--- src/rtl/regfile_param.sv ---
// Multi-entry register file: two read ports, one write port, reserve/write pending
// scoreboard with a population counter, optional registered reads and hardwired-zero entry 0.
module regfile_param #(
  parameter int DATA_W   = 8,
  parameter int ADDR_W   = 3,
  parameter int ZERO_REG = 0,
  parameter int RD_REG   = 0
) (
  input  logic              clk,
  input  logic              rst_n,
  input  logic [ADDR_W-1:0] rd_addr0,
  input  logic [ADDR_W-1:0] rd_addr1,
  output logic [DATA_W-1:0] rd_data0,
  output logic [DATA_W-1:0] rd_data1,
  output logic              rd_pend0,
  output logic              rd_pend1,
  input  logic              wr_en,
  input  logic [ADDR_W-1:0] wr_addr,
  input  logic [DATA_W-1:0] wr_data,
  input  logic              rsv_en,
  input  logic [ADDR_W-1:0] rsv_addr,
  output logic              rsv_err,
  output logic [ADDR_W:0]   pend_cnt
);

  localparam int DEPTH = 2 ** ADDR_W;
  localparam logic [ADDR_W:0] CNT_ONE = {{ADDR_W{1'b0}}, 1'b1};

  logic [DATA_W-1:0] mem [DEPTH];
  logic [DEPTH-1:0]  pend;
  logic [DEPTH-1:0]  pend_nxt;
  logic [ADDR_W:0]   cnt;
  logic [ADDR_W:0]   cnt_nxt;
  logic              err;

  logic wr_ok;
  logic rsv_ok;
  logic rsv_same;
  logic rsv_acc;
  logic rsv_bad;
  logic wr_clr;

  // Writes and reserves to entry 0 vanish entirely when it is hardwired to zero.
  assign wr_ok    = wr_en  && !(ZERO_REG != 0 && wr_addr  == '0);
  assign rsv_ok   = rsv_en && !(ZERO_REG != 0 && rsv_addr == '0);
  assign rsv_same = wr_ok && (wr_addr == rsv_addr);
  assign rsv_acc  = rsv_ok && (!pend[rsv_addr] || rsv_same);
  assign rsv_bad  = rsv_ok && pend[rsv_addr] && !rsv_same;
  assign wr_clr   = wr_ok && pend[wr_addr];

  always_comb begin
    pend_nxt = pend;
    if (wr_ok)   pend_nxt[wr_addr]  = 1'b0;
    if (rsv_acc) pend_nxt[rsv_addr] = 1'b1;
  end

  always_comb begin
    cnt_nxt = cnt;
    if (rsv_acc && !wr_clr)      cnt_nxt = cnt + CNT_ONE;
    else if (!rsv_acc && wr_clr) cnt_nxt = cnt - CNT_ONE;
  end

  always_ff @(posedge clk) begin
    if (!rst_n) begin
      for (int i = 0; i < DEPTH; i++) mem[i] <= '0;
      pend <= '0;
      cnt  <= '0;
      err  <= 1'b0;
    end else begin
      if (wr_ok) mem[wr_addr] <= wr_data;
      pend <= pend_nxt;
      cnt  <= cnt_nxt;
      err  <= rsv_bad;
    end
  end

  assign rsv_err  = err;
  assign pend_cnt = cnt;

  logic [DATA_W-1:0] c_data0;
  logic [DATA_W-1:0] c_data1;
  logic              c_pend0;
  logic              c_pend1;

  // Bypass shows the write but not a same-cycle reserve.
  always_comb begin
    c_data0 = mem[rd_addr0];
    c_pend0 = pend[rd_addr0];
    if (wr_ok && wr_addr == rd_addr0) begin
      c_data0 = wr_data;
      c_pend0 = 1'b0;
    end
    if (ZERO_REG != 0 && rd_addr0 == '0) begin
      c_data0 = '0;
      c_pend0 = 1'b0;
    end
  end

  always_comb begin
    c_data1 = mem[rd_addr1];
    c_pend1 = pend[rd_addr1];
    if (wr_ok && wr_addr == rd_addr1) begin
      c_data1 = wr_data;
      c_pend1 = 1'b0;
    end
    if (ZERO_REG != 0 && rd_addr1 == '0) begin
      c_data1 = '0;
      c_pend1 = 1'b0;
    end
  end

  generate
    if (RD_REG != 0) begin : g_rd_reg
      logic [DATA_W-1:0] q_data0;
      logic [DATA_W-1:0] q_data1;
      logic              q_pend0;
      logic              q_pend1;

      always_ff @(posedge clk) begin
        if (!rst_n) begin
          q_data0 <= '0;
          q_data1 <= '0;
          q_pend0 <= 1'b0;
          q_pend1 <= 1'b0;
        end else begin
          q_data0 <= c_data0;
          q_data1 <= c_data1;
          q_pend0 <= c_pend0;
          q_pend1 <= c_pend1;
        end
      end

      assign rd_data0 = q_data0;
      assign rd_data1 = q_data1;
      assign rd_pend0 = q_pend0;
      assign rd_pend1 = q_pend1;
    end else begin : g_rd_comb
      assign rd_data0 = c_data0;
      assign rd_data1 = c_data1;
      assign rd_pend0 = c_pend0;
      assign rd_pend1 = c_pend1;
    end
  endgenerate

endmodule

--- config.mk ---
export PLATFORM = sky130hd
export DESIGN_NAME = regfile_param
export DESIGN_NICKNAME = d
export VERILOG_FILES = /design/src/rtl/regfile_param.sv
export SDC_FILE = /design/constraint.sdc
export NUM_CORES = 1
export LEC_CHECK = 0
export CAP_MARGIN = 15
export CORE_ASPECT_RATIO = 1.4
export CORE_UTILIZATION = 23
export DETAILED_ROUTE_END_ITERATION = 10
export PLACE_DENSITY = 0.37
export SYNTH_ARGS = -nofsm -noshare
export SYNTH_HDL_FRONTEND = slang
export SYNTH_SLANG_ARGS = --single-unit
--- constraint.sdc ---
create_clock -name clk -period 3.5 [get_ports clk]
set_input_delay 0.7 -clock clk [delete_from_list [all_inputs] [get_ports clk]]
set_output_delay 0.7 -clock clk [all_outputs]
set_load 0.01 [all_outputs]
==> out/metrics.csv, run 1 <==
metric;value;unit
outcome;completed;
met2 usage;28.7;%
CP max FO;12;
TritonCTS Buffers;9;
Global Route Usage Sum;15.2;%
Die ar.;20700;um2
Slew Limit Fails;0;
fmax;289;MHz
worst vdd ir;239;uV
Clock Tree Buf Depth;2;
crit path launch type;primary input;
Place WS;-339;ps
post-synthesis cell type count;41;
number of remaining DRC errors;0;
nets;468;
period utilization;98.7;%
share of post-route cells with drive strength above 1;23.1;%
r2r setup slk;630;ps
TritonRoute pass-1 iters;5;
final setup TNS;0;ps
Hold Vio Cnt, Final;0;
M3 GR Usage;2.25;%
number of vias per cell;4.56;
Antenna Violating Nets Remaining;0;
port bufs;46;
most area-hungry cell type in the Yosys netlist;edfxtp_1;
dpl cell area;5670;um2
worst r2r dst;pend_cnt[3]$_SDFFE_PN0P_;
EDFF count, synth;64;
fin area;6040;um2
hpwl dp;10400;um
Async SR Flop Fraction;0;%
H-tree depth;3;
Sink Count;77;
origin of the critical flop-to-flop path;pend[0]$_SDFF_PN0_;
synthesized instance count;364;
normalized max-slew margin;52.8;%
Final Skew;6.20;ps
final global-route overflow total;0;
Layout area overhead;30.7;%
number of DRC markers in iteration 0;140;
final setup vio count;0;
via count;3176;
RSZ-0062 raised after global routing;false;
CTS tree;done;
met1 Track Usage GR;17.0;%
actual slew at the worst max-slew pin;705;ps
Yosys top cell area share;41.6;%
Synth Cell Area;4620;um2
Placer Congestion;0.813;
Worst-path clk slew;60;ps
worst skew pair latency;340;ps
power per standard cell area;429;nW/um2
Initial Util;23.4;%
largest net degree at the start of global routing;15;
initial antenna violation count;0;
Max Cap Viol;0;
Yosys reg bits;77;
Worst EP arrival;2760;ps
Synth Flop Type;edfxtp_1;
commonest cells in the netlist;68 x and2_1, 64 x edfxtp_1, 37 x mux4_2, 34 x nor2_1, 23 x mux2i_1;
grt peak-use layer;met2;
Ys Warns;0;
number of global-route vias before repair;3406;
CP Class;in -> out;
HP Class;reg -> reg;
top cells by area, synth;edfxtp_1 42%, mux4_2 18%, and2_1 9.2%, dfxtp_1 5.6%, mux2i_1 5.0%;
most numerous cell in the Yosys netlist;and2_1;
die height;170;um
Hold Crit Start;pend_cnt[3]$_SDFFE_PN0P_;
Hold EP;pend_cnt[3]$_SDFFE_PN0P_;
Hold Path Depth;2;
WL final;14700;um
syn nets;392;
diodes inserted;0;
first-pass GRT wire length;21900;um
Reg2Reg Depth;11;
Routed WL per cell;21.1;um
chip width;122;um
sequential area share after synthesis;47.2;%
crit end category;output pin;
buffer count from post-CTS setup fixing;0;
Root Driver;clkbuf_16;
worst setup margin;43.8;ps
Rows;61;
Final min period;3460;ps
Lkg Pwr;2.22;nW
synthesized area per cell;12.7;um2
I/O Pins;47;
core area;19800;um2
Worst Path Required;2800;ps
-- critical path: stages --
cell and delay, ps:
clkdlybuf4s50_1 540, buf_4 210, xnor2_1 150, nand4_2 130
buf_4 200, a21oi_1 230, clkdlybuf4s50_1 590
-- stage by stage --
stage / hold WS (ps) / std cells / total power (W) / utilization, %
CTS: 481 / 697 / 0.00262 / 30.5
finish: 476 / 697 / 0.00259 / 30.5
global placement: 464 / 679 / 0.00164 / 28.7
floorplan: 487 / 364 / 0.00138 / -
detailed placement: 468 / 679 / 0.00165 / 28.7
global route: 530 / 697 / 0.00270 / 30.5
-- cell families (layout without fill, tap and decap cells) --
group / after synthesis / count (layout) / share of synthesized area [%]
adder cells (fa/ha/maj): 4 / 4 / 1.25
buffers and inverters: 33 / 114 / 3.57
flip-flops: 77 / 77 / 47.2
AND/OR/NAND/NOR: 131 / 131 / 15.6
multiplexers: 63 / 63 / 23.7
XOR/XNOR: 10 / 10 / 1.90
AO/OA/AOI/OAI: 46 / 46 / 6.69
-- power by group --
part           switching [W]  internal (W)  total (W)
registers          0.0000401       0.00106    0.00110
logic               0.000253      0.000287   0.000539
clock network       0.000400      0.000554   0.000954
-- routing by layer --
layer / vias up / wire [um]
met5: - / 0
met4: 0 / 281
met3: 11 / 460
met2: 77 / 8160
met1: 1572 / 5810
li1: 1516 / -
-- area by class of cell --
class	count	area (um2)
sequential	77	2180
tap	252	315
multi-input combinational	254	2290
timing repair buffer	85	903
inverter	13	48.8
clock buffer	9	225
fill	1984	13700
clock inverter	7	71.3
-- sequential cells by signal, summed over array words and instances, names as in the netlist --
signal and count:
mem 64, pend 8, pend_cnt 4, rsv_err 1
-- timing repair --
| item | 4_1_cts | 5_1_grt |
|---|---|---|
| setup endpoints to repair | 3 | 4 |
| gates cloned | 2 | 0 |
| hold buffers | 0 | 0 |
| gates resized for setup | 2 | 3 |
| pin swaps | 0 | 0 |
-- worst max-delay path by stage --
stage	slack [ps]	depth (start not counted)	endpoint	from
6_report	40	7	rd_data1[5]	wr_addr[0]
4_1_cts	7	12	pend_cnt[3]$_SDFFE_PN0P_	rsv_addr[0]
5_1_grt	8	7	rd_data0[6]	wr_addr[0]
3_3_place_gp	-280	12	pend_cnt[3]$_SDFFE_PN0P_	rsv_addr[0]
2_1_floorplan	310	12	pend_cnt[3]$_SDFFE_PN0P_	rsv_addr[0]
3_5_place_dp	-340	12	pend_cnt[3]$_SDFFE_PN0P_	rsv_addr[0]
-- cells in the final DEF (no fill, tap or decap), drive strengths merged, types with 2 or more instances in the layout --
cell type	instances
mux2	3
clkinv	2
mux4	37
nand2b	4
clkbuf	9
a21oi	17
dfxtp	13
nand4	3
mux2i	23
a31o	2
o21a	5
edfxtp	64
clkinvlp	2
o31ai	2
dlygate4sd2	2
ha	3
o32ai	2
a21o	2
bufbuf	2
buf	37
nand2	12
inv	15
clkdlybuf4s50	43
nand3	2
and2	68
a32o	4
nor2b	4
nor2	34
nor3	2
o21ai	5
xnor2	10
(Power assumes the default switching activity.)
==> run 2: changes to the inputs <==
GPL_TIMING_DRIVEN = 0   (was default)
==> run 2 against run 1 <==
Against the previous run:
- clock skew up 2.7 ps
- combinational power down 8.5%
- non-clock buffer count down 22
==> out/metrics.csv, run 2 (synthesis results as in run 1) <==
metric;value;unit;change
number of DRC markers in iteration 0;144;;+2.9%
via count;3132;;-1.4%
chip width;122;um;unchanged
period utilization;96.1;%;-2.6 points
H-tree depth;3;;unchanged
power per standard cell area;442;nW/um2;+3.1%
Die ar.;20700;um2;unchanged
Initial Util;23.4;%;unchanged
fmax;297;MHz;+2.7%
Worst EP arrival;2660;ps;-100 ps
nets;446;;-4.7%
Rows;61;;unchanged
max reg flops;64;;unchanged
Placer Congestion;0.807;;-0.70%
Sink Count;77;;unchanged
Clock Tree Buf Depth;2;;unchanged
Global Route Usage Sum;14.6;%;-0.60 points
final global-route overflow total;0;;unchanged
largest reg by FF count;mem;;
WL final;14200;um;-3.6%
Layout area overhead;24.1;%;
cts hold-fix bufs;0;;unchanged
CP max FO;10;;-2
Place WS;-511;ps;-172 ps
hold slack;479;ps;+2.86 ps
port bufs;37;;-20%
share of post-route cells with drive strength above 1;21.3;%;-1.9 points
actual slew at the worst max-slew pin;1100;ps;+400 ps
HP Class;reg -> reg;;
core area;19800;um2;unchanged
Slew Limit Fails;0;;unchanged
commonest non-fill, non-tap cells in the layout;68 x and2_1, 64 x edfxtp_1, 37 x mux4_2, 34 x nor2_1, 27 x clkdlybuf4s50_1;;
first-pass GRT wire length;21100;um;-3.6%
fin area;5740;um2;-5.0%
diodes inserted;0;;unchanged
Worst Path Required;2800;ps;about the same
number of global-route vias before repair;3345;;-1.8%
Multi-input gate area;2310;um2;+0.98%
outcome;completed;;
die height;170;um;unchanged
crit end category;output pin;;
crit path launch type;primary input;;
Lkg Pwr;2.13;nW;-4.0%
number of remaining DRC errors;0;;unchanged
RSZ-0062 raised after global routing;true;;
initial antenna violation count;0;;unchanged
worst vdd ir;237;uV;-0.96%
Final min period;3360;ps;-91.3 ps
Post-Place Cells;657;;-3.2%
largest net degree at the start of global routing;15;;unchanged
Final Non-Filler Cells;675;;-3.2%
normalized max-slew margin;25.8;%;-27 points
final setup vio count;0;;unchanged
CTS tree;done;;
Worst-path clk slew;60;ps;about the same
Max Cap Viol;0;;unchanged
Antenna Violating Nets Remaining;0;;unchanged
Final Skew;8.85;ps;+2.66 ps
I/O Pins;47;;unchanged
hpwl dp;10300;um;-1.1%
TritonRoute pass-1 iters;4;;-1
commonest non-fill, non-tap cell in the layout;and2_1;;
number of vias per cell;4.64;;+1.8%
TritonCTS Buffers;9;;unchanged
worst skew pair latency;340;ps;about the same
Root Driver;clkbuf_16;;
Hold Vio Cnt, Final;0;;unchanged
Routed WL per cell;21.0;um;-0.46%
dpl cell area;5350;um2;-5.6%
Filler cells;1996;;+0.60%
worst setup margin;135;ps;+91.3 ps
CP Class;in -> out;;
FF/Latch Area;2180;um2;unchanged
[run 2: routing by layer]
layer	track usage, %	wire length [um]
met5	0	0
met1	16.6	5710
met2	27.5	7800
met4	4.08	160
met3	2.35	509
[run 2: through the flow]
step	util, %	setup TNS, ps	total power, W
after CTS	28.7	0	0.00256
after global routing	29.0	-11.5	0.00264
final	29.0	0	0.00254
after detailed placement	27.1	-3520	0.00161
after global placement	26.8	-6400	0.00160
after floorplan	-	0	0.00138
[run 2: path summary, 6_finish.rpt]
| check | start | endpoint | slack, ps | cells past startpoint |
|---|---|---|---|---|
| hold / removal | pend_cnt[3]$_SDFFE_PN0P_ | pend_cnt[3]$_SDFFE_PN0P_ | 480 | 2 |
| hold reg to reg | pend_cnt[3]$_SDFFE_PN0P_ | pend_cnt[3]$_SDFFE_PN0P_ | 480 | 2 |
| setup / recovery | wr_addr[0] | rd_data1[3] | 140 | 7 |
| setup reg to reg | pend[0]$_SDFF_PN0_ | pend_cnt[3]$_SDFFE_PN0P_ | 480 | 11 |
[run 2: repair_timing]
item,4_1_cts,5_1_grt
setup buffers,2,0
resized for setup,5,22
endpoints found under the setup margin,19,10
pin swaps,0,1
[run 2: cell type report]
| type | count | share of cell area [%] |
|---|---|---|
| multi-input combinational | 254 | 40.3 |
| sequential | 77 | 38.0 |
| timing repair buffer | 43 | 7.74 |
| tap | 252 | 5.50 |
| clock buffer | 9 | 3.93 |
| buffer | 20 | 2.36 |
| clock inverter | 7 | 1.24 |
| inverter | 13 | 0.851 |
[run 2: report_power, final]
| part | switching (W) | internal, W |
|---|---|---|
| logic | 0.000246 | 0.000247 |
| registers | 0.0000376 | 0.00106 |
| clock network | 0.000395 | 0.000554 |
[run 2: worst max-delay path, cell delays in order]
cell	delay [ps]
clkdlybuf4s50_1	550
buf_6	170
xnor2_1	140
nand4_2	150
buf_4	240
a21oi_1	150
clkdlybuf4s50_1	560
